--- src/rtl/press_counter_pkg.sv ---
// Shared helpers for the push-button event counter: seven-segment glyphs,
// ceil(log2) and the history ring index width.
package press_counter_pkg;

  // Active-low glyphs for 0-F, bit0 = segment a; entry n is the glyph of nibble n.
  localparam logic [15:0][6:0] SEG_GLYPHS = {
    7'h0E, 7'h06, 7'h21, 7'h46, 7'h03, 7'h08, 7'h10, 7'h00,
    7'h78, 7'h02, 7'h12, 7'h19, 7'h30, 7'h24, 7'h79, 7'h40
  };

  function automatic logic [6:0] seg_decode(input logic [3:0] nib);
    return SEG_GLYPHS[nib];
  endfunction

  function automatic int clog2(input int value);
    int r;
    r = 0;
    while ((1 << r) < value) r++;
    return r;
  endfunction

  // Ring pointers need at least one bit even for degenerate depths.
  function automatic int ring_idx_w(input int depth);
    return (clog2(depth) < 1) ? 1 : clog2(depth);
  endfunction

endpackage

--- src/rtl/press_counter_ext_if.sv ---
// Signal bundle between the board (keys, switches, LEDs, display) and the counter.
// evt_o is a one-cycle strobe with no ready: a consumer must sample it in the cycle it is high.
interface press_counter_ext_if
  import press_counter_pkg::*;
#(
  parameter int SW_W       = 10,
  parameter int CNT_W      = 8,
  parameter int HIST_DEPTH = 4
) ();
  localparam int IDX_W  = ring_idx_w(HIST_DEPTH);
  localparam int DIGITS = (CNT_W + 3) / 4;

  logic                  btn_up_ni;
  logic                  btn_dn_ni;
  logic                  clr_i;
  logic [SW_W-1:0]       sw_i;
  logic [IDX_W-1:0]      hist_sel_i;
  logic [SW_W-1:0]       ledr_o;
  logic [CNT_W-1:0]      count_o;
  logic [7*DIGITS-1:0]   hex_o;
  logic                  evt_o;
  logic                  ovf_o;
  logic [IDX_W:0]        hist_cnt_o;
  logic [1:0]            key_lvl_o;   // debug: debounced pressed levels {dn, up}

  modport slave (
    input  btn_up_ni, btn_dn_ni, clr_i, sw_i, hist_sel_i,
    output ledr_o, count_o, hex_o, evt_o, ovf_o, hist_cnt_o, key_lvl_o
  );

  modport master (
    output btn_up_ni, btn_dn_ni, clr_i, sw_i, hist_sel_i,
    input  ledr_o, count_o, hex_o, evt_o, ovf_o, hist_cnt_o, key_lvl_o
  );
endinterface

--- src/rtl/press_counter_ext_debounce.sv ---
// One key: 2-flop synchroniser, stable-count debouncer and a one-cycle press pulse
// registered the cycle after the debounced level goes released->pressed.
module btn_debounce
  import press_counter_pkg::*;
#(
  parameter int DEB_CYCLES = 1000000
) (
  input  logic clk_i,
  input  logic rst_i,
  input  logic key_ni,
  output logic pressed_o,
  output logic press_o
);
  localparam int CW = clog2(DEB_CYCLES);

  logic [1:0]    sync_q;
  logic [CW-1:0] cnt_q;
  logic          stable_q;
  logic          stable_d_q;
  logic          level;

  assign level     = ~sync_q[1];
  assign pressed_o = stable_q;

  always_ff @(posedge clk_i) begin
    if (rst_i) begin
      sync_q     <= 2'b11;
      cnt_q      <= '0;
      stable_q   <= 1'b0;
      stable_d_q <= 1'b0;
      press_o    <= 1'b0;
    end else begin
      sync_q     <= {sync_q[0], key_ni};
      stable_d_q <= stable_q;
      press_o    <= stable_q & ~stable_d_q;
      // The DEB_CYCLES-th consecutive differing sample flips the stable level.
      if (level != stable_q) begin
        if (cnt_q == CW'(DEB_CYCLES - 1)) begin
          stable_q <= level;
          cnt_q    <= '0;
        end else begin
          cnt_q <= cnt_q + 1'b1;
        end
      end else begin
        cnt_q <= '0;
      end
    end
  end
endmodule

--- src/rtl/press_counter_ext.sv ---
// Up/down press counter with a switch-word history ring and seven-segment display of the count.
module press_counter_ext
  import press_counter_pkg::*;
#(
  parameter int SW_W       = 10,
  parameter int CNT_W      = 8,
  parameter int DEB_CYCLES = 1000000,
  parameter int HIST_DEPTH = 4,
  parameter int SATURATE   = 0
) (
  input  logic                clk_i,
  input  logic                rst_i,
  press_counter_ext_if.slave  bus
);
  localparam int IDX_W  = ring_idx_w(HIST_DEPTH);
  localparam int HC_W   = IDX_W + 1;
  localparam int DIGITS = (CNT_W + 3) / 4;
  localparam logic [CNT_W-1:0] CNT_MAX = '1;

  logic up_p, dn_p, up_lvl, dn_lvl;

  btn_debounce #(.DEB_CYCLES(DEB_CYCLES)) u_deb_up (
    .clk_i(clk_i), .rst_i(rst_i), .key_ni(bus.btn_up_ni),
    .pressed_o(up_lvl), .press_o(up_p)
  );

  btn_debounce #(.DEB_CYCLES(DEB_CYCLES)) u_deb_dn (
    .clk_i(clk_i), .rst_i(rst_i), .key_ni(bus.btn_dn_ni),
    .pressed_o(dn_lvl), .press_o(dn_p)
  );

  logic [CNT_W-1:0] count_q, count_nx;
  logic             ovf_q, evt_q;
  logic             up_ev, dn_ev, ev, edge_hit;
  logic [SW_W-1:0]  ring_q [HIST_DEPTH];
  logic [IDX_W-1:0] wr_ptr_q, rd_idx;
  logic [HC_W-1:0]  hist_cnt_q;

  // Simultaneous pulses cancel: neither direction is taken.
  assign up_ev = up_p & ~dn_p;
  assign dn_ev = dn_p & ~up_p;
  assign ev    = up_ev | dn_ev;

  always_comb begin
    count_nx = count_q;
    edge_hit = (up_ev && count_q == CNT_MAX) || (dn_ev && count_q == '0);
    if (up_ev)      count_nx = count_q + 1'b1;
    else if (dn_ev) count_nx = count_q - 1'b1;
    if (SATURATE != 0 && edge_hit) count_nx = count_q;
  end

  always_ff @(posedge clk_i) begin
    if (rst_i || bus.clr_i) begin
      count_q    <= '0;
      ovf_q      <= 1'b0;
      evt_q      <= 1'b0;
      wr_ptr_q   <= '0;
      hist_cnt_q <= '0;
      for (int i = 0; i < HIST_DEPTH; i++) ring_q[i] <= '0;
    end else begin
      evt_q <= ev;
      if (ev) begin
        count_q          <= count_nx;
        ovf_q            <= ovf_q | edge_hit;
        ring_q[wr_ptr_q] <= bus.sw_i;
        wr_ptr_q         <= wr_ptr_q + 1'b1;
        if (hist_cnt_q != HC_W'(HIST_DEPTH)) hist_cnt_q <= hist_cnt_q + 1'b1;
      end
    end
  end

  // Newest entry sits just behind the write pointer; unwritten slots read as zero.
  assign rd_idx      = wr_ptr_q - IDX_W'(1) - bus.hist_sel_i;
  assign bus.ledr_o  = (HC_W'(bus.hist_sel_i) < hist_cnt_q) ? ring_q[rd_idx] : '0;

  assign bus.count_o    = count_q;
  assign bus.evt_o      = evt_q;
  assign bus.ovf_o      = ovf_q;
  assign bus.hist_cnt_o = hist_cnt_q;
  assign bus.key_lvl_o  = {dn_lvl, up_lvl};

  logic [4*DIGITS-1:0] cnt_pad;
  assign cnt_pad = (4*DIGITS)'(count_q);

  for (genvar k = 0; k < DIGITS; k++) begin : g_digit
    assign bus.hex_o[7*k +: 7] = seg_decode(cnt_pad[4*k +: 4]);
  end
endmodule
--- src/flat_wrapper.sv ---
// flat-port wrapper written by rule: the top's interface ports become plain ports
module press_counter_ext_flat import press_counter_pkg::*;
#(
  parameter int SW_W       = 10,
  parameter int CNT_W      = 8,
  parameter int DEB_CYCLES = 1000000,
  parameter int HIST_DEPTH = 4,
  parameter int SATURATE   = 0
)
  (clk_i, rst_i, bus_btn_up_ni, bus_btn_dn_ni, bus_clr_i, bus_sw_i, bus_hist_sel_i, bus_ledr_o, bus_count_o, bus_hex_o, bus_evt_o, bus_ovf_o, bus_hist_cnt_o, bus_key_lvl_o);
  press_counter_ext_if #(.SW_W(SW_W), .CNT_W(CNT_W), .HIST_DEPTH(HIST_DEPTH)) bus_i ();
  input  logic clk_i;
  input  logic rst_i;
  input wire logic [$bits(bus_i.btn_up_ni)-1:0] bus_btn_up_ni;
  input wire logic [$bits(bus_i.btn_dn_ni)-1:0] bus_btn_dn_ni;
  input wire logic [$bits(bus_i.clr_i)-1:0] bus_clr_i;
  input wire logic [$bits(bus_i.sw_i)-1:0] bus_sw_i;
  input wire logic [$bits(bus_i.hist_sel_i)-1:0] bus_hist_sel_i;
  output wire logic [$bits(bus_i.ledr_o)-1:0] bus_ledr_o;
  output wire logic [$bits(bus_i.count_o)-1:0] bus_count_o;
  output wire logic [$bits(bus_i.hex_o)-1:0] bus_hex_o;
  output wire logic [$bits(bus_i.evt_o)-1:0] bus_evt_o;
  output wire logic [$bits(bus_i.ovf_o)-1:0] bus_ovf_o;
  output wire logic [$bits(bus_i.hist_cnt_o)-1:0] bus_hist_cnt_o;
  output wire logic [$bits(bus_i.key_lvl_o)-1:0] bus_key_lvl_o;
  assign bus_i.btn_up_ni = bus_btn_up_ni;
  assign bus_i.btn_dn_ni = bus_btn_dn_ni;
  assign bus_i.clr_i = bus_clr_i;
  assign bus_i.sw_i = bus_sw_i;
  assign bus_i.hist_sel_i = bus_hist_sel_i;
  assign bus_ledr_o = bus_i.ledr_o;
  assign bus_count_o = bus_i.count_o;
  assign bus_hex_o = bus_i.hex_o;
  assign bus_evt_o = bus_i.evt_o;
  assign bus_ovf_o = bus_i.ovf_o;
  assign bus_hist_cnt_o = bus_i.hist_cnt_o;
  assign bus_key_lvl_o = bus_i.key_lvl_o;
  press_counter_ext #(.SW_W(SW_W), .CNT_W(CNT_W), .DEB_CYCLES(DEB_CYCLES), .HIST_DEPTH(HIST_DEPTH), .SATURATE(SATURATE)) u_core (.clk_i(clk_i), .rst_i(rst_i), .bus(bus_i));
endmodule
--- config.mk ---
export PLATFORM = sky130hd
export DESIGN_NAME = press_counter_ext_flat
export DESIGN_NICKNAME = d
export VERILOG_FILES = /design/src/rtl/press_counter_pkg.sv /design/src/rtl/press_counter_ext_if.sv /design/src/rtl/press_counter_ext_debounce.sv /design/src/rtl/press_counter_ext.sv /design/src/flat_wrapper.sv
export SDC_FILE = /design/constraint.sdc
export NUM_CORES = 1
export LEC_CHECK = 0
export BUFFER_PORTS_ARGS = -buffer_cell sky130_fd_sc_hd__buf_2
export CORE_UTILIZATION = 40
export CTS_BUF_LIST = sky130_fd_sc_hd__clkbuf_4
export CTS_CLUSTER_SIZE = 12
export DETAILED_ROUTE_END_ITERATION = 16
export PLACE_DENSITY = 0.69
export SLEW_MARGIN = 20
export SYNTH_ARGS = -nofsm -noshare
export SYNTH_HDL_FRONTEND = slang
export SYNTH_SLANG_ARGS = --single-unit
--- constraint.sdc ---
create_clock -name clk_i -period 2.9 [get_ports clk_i]
set_input_delay 0.145 -clock clk_i [delete_from_list [all_inputs] [get_ports clk_i]]
set_output_delay 0.145 -clock clk_i [all_outputs]
set_load 0.05 [all_outputs]
==> results.yml <==
finish:
  design_area_sq_um: 6700
  nets: 668
  syn2layout_area_growth_pct: 18.5
  final_layout_size_suffix_gt1_share_pct: 21.5
  num_antenna_cells: 0
grt:
  antenna_found_initial: 1
  grt_overflow: 0
  grt_pass1_vias: 4058
  track_usage_pct: 16.8
  grt_pass1_wl_um: 18900
  grt_start_max_net_pins: 21
setup_path:
  cp_common_cell: "ha_1"
  path_cells: "inv_1 -> ha_2 -> inv_2 -> ha_1 -> a21oi_2 -> a21oi_1 -> nand2b_1 -> mux2i_1 -> a31o_2 -> ha_1 -> or3b_1 -> o221a_1"
  path_class: "reg -> reg"
  critPathMaxFanout: 6
  start_kind: "register"
  cp-end-kind: "register"
  required_ns: 3.35
  slowest_stage: "or3b_1"
  slowest_delay_ns: 0.39
  cp.arrival_ns: 3.21
floorplan:
  io_pins: 56
  fp.dieW_um: 121
  initial_core_util_pct: 40.9
  core-area_sq_um: 13800
  fp-row-count: 43
  dieArea_sq_um: 14600
  die_h_um: 121
logic_synthesis:
  synth_top_area_cell: "dfxtp_1"
  syn_inst: 538
  yosysWarnings: 0
  synth_top_cell_area_share_pct: 28.0
  syn_area_per_cell_sq_um: 10.5
  synth-edff-count: 40
  syn-num-nets: 583
  ys_ff_latch: 119
  synth_top_cells_by_count: "dfxtp_1 (79), nor2_1 (56), edfxtp_1 (40)"
  synthArstFlopShare_pct: 0
  synth_seq_area_share_pct: 49.3
  syn_area_sq_um: 5650
  synth.most_common_cell: "dfxtp_1"
  yosys-top-cells-area: "dfxtp_1 (28%), edfxtp_1 (21%), ha_1 (6.0%)"
  synth_flop_cell: "dfxtp_1"
  post_synth_num_cell_types: 56
timing:
  layout_min_cycle_time_ns: 2.75
  rsz0062_at_grt: "no"
  holdWs_ns: 0.0784
  period_share_pct: 94.9
  maxSlewViolCount: 0
  setup_viol_count_final: 0
  slew_headroom_pct: 55.0
  fin_skew_ns: 0.0105
  worst_slew_pin_slew_ns: 0.672
  fmax_mhz: 363
  fin_setup_tns_ns: 0
  hold_viol: 0
routing:
  routed_wl_um: 11500
  routed-via-count: 4121
  ant_nets: 0
  drt_iter0_markers: 182
  drt-vias-per-instance: 5.05
  wire_per_inst_um: 14.0
  first_pass_iters: 4
  drc: 0
placement:
  port-buffer-count: 55
  dp_hpwl_um: 8010
  postPlaceCellArea_sq_um: 6160
  finalWeightedCongestion: 0.825
power_and_ir_drop:
  p_leak_nw: 2.77
  peakVddDrop_uv: 333
  p_per_area_nw_per_um2: 491
  power_w: 0.00329
worst_hold_path:
  worstHoldPathType: "in -> reg"
clock_tree:
  cts_tree: "done"
  htreeDepth: 4
  cts.sinks: 119
  path_clk_slew_ns: 0.10
  cts_buffers: 17
  clockBufferDepth: 2
  cts-root-buf: "clkbuf_4"
  insertion_delay_ns: 0.56
flow_run:
  cap_viol_max_count: 0
run_status:
  outcome: "complete, no violations"
critical path: cells and delay by family, from the launching register on:
kind            cells  cell delay [ns]
buf+inv             2             0.13
mux                 1             0.13
simple gates        2             0.55
fa+ha+maj           3             0.79
compound gates      4             0.70
flops               1             0.33
path summary, 6_finish.rpt:
kind / cells after the start / endpoint / startpoint / slack (ns)
worst max register to register: 12 / bus_hex_o[7] / u_core.u_deb_dn.press_o / 0.15
worst max-delay path: 12 / bus_hex_o[7] / u_core.u_deb_dn.press_o / 0.15
worst min register to register: 1 / u_core.u_deb_up.press_o / u_core.u_deb_up.stable_d_q / 0.39
worst min-delay path: 4 / u_core.bus.evt_o / bus_clr_i / 0.08
through the flow:
| stage | std cells | utilization (%) | setup WS (ns) |
|---|---|---|---|
| detailed placement | 767 | 44.6 | 0.0708 |
| global placement | 767 | 44.5 | 0.185 |
| global route | 816 | 48.4 | 0.00376 |
| floorplan | 538 | - | 0.133 |
| finish | 816 | 48.4 | 0.148 |
| CTS | 814 | 48.1 | 0.0406 |
power breakdown:
part           total [W]  internal, W  switching (W)  leakage [nW]
combinational   0.000128    0.0000569      0.0000716          1.51
clock            0.00141     0.000799       0.000609         0.179
sequential       0.00175      0.00174     0.00000725          1.08
logic make-up after synthesis:
logic type,Yosys count,synth area share (%)
xor gates and xnor gates,40,6.20
buffers and inverters,43,3.43
muxes,22,6.53
AOI/OAI and AO/OA,55,6.31
and+or+nand+nor,231,21.9
adders and majority gates,28,6.33
DFF,119,49.3
cell type report:
cell class,count,area [sq um]
clock buffer,21,158
clock inverter,11,181
fill,1269,7130
inverter,23,86.3
multi-input combinational,376,2720
sequential,119,2790
tap,180,225
timing repair buffer,86,546
placed cells by master, fill, tap and decap left out, types with 10 or more instances in the layout:
cell and instances:
a21oi_1 20, and2_1 34, and3_1 22, buf_2 55, buf_4 16, clkbuf_4 21
dfxtp_1 77, dlygate4sd3_1 15, edfxtp_1 40, ha_1 25, inv_1 22, mux4_2 11
nand2_1 29, nand3_1 19, nor2_1 56, nor2b_1 16, o21ai_0 10, or3_1 10
xnor2_1 12, xor2_1 27
registers in the layout, indices dropped and copies added, names as in the netlist:
name	cells
bus_hex_o	14
u_core.bus.count_o	8
u_core.bus.evt_o	1
u_core.bus.hist_cnt_o	3
u_core.bus.ovf_o	1
u_core.ring_q	40
u_core.u_deb_dn.cnt_q	20
u_core.u_deb_dn.press_o	1
u_core.u_deb_dn.pressed_o	1
u_core.u_deb_dn.stable_d_q	1
u_core.u_deb_dn.sync_q	2
u_core.u_deb_up.cnt_q	20
u_core.u_deb_up.press_o	1
u_core.u_deb_up.pressed_o	1
u_core.u_deb_up.stable_d_q	1
u_core.u_deb_up.sync_q	2
u_core.wr_ptr_q	2
metal layers:
layer / global-route usage [%] / wire length [um]
met1: 18.4 / 4780
met2: 29.2 / 5850
met3: 5.80 / 604
met4: 7.87 / 208
met5: 0 / 8
repair_timing:
action,in CTS,in global routing
setup buffers,0,2
hold buffers,15,0
resized for setup,0,4
hold endpoints to repair,49,0
endpoints found under the setup margin,0,14
Power figures use the tool's default switching activity.
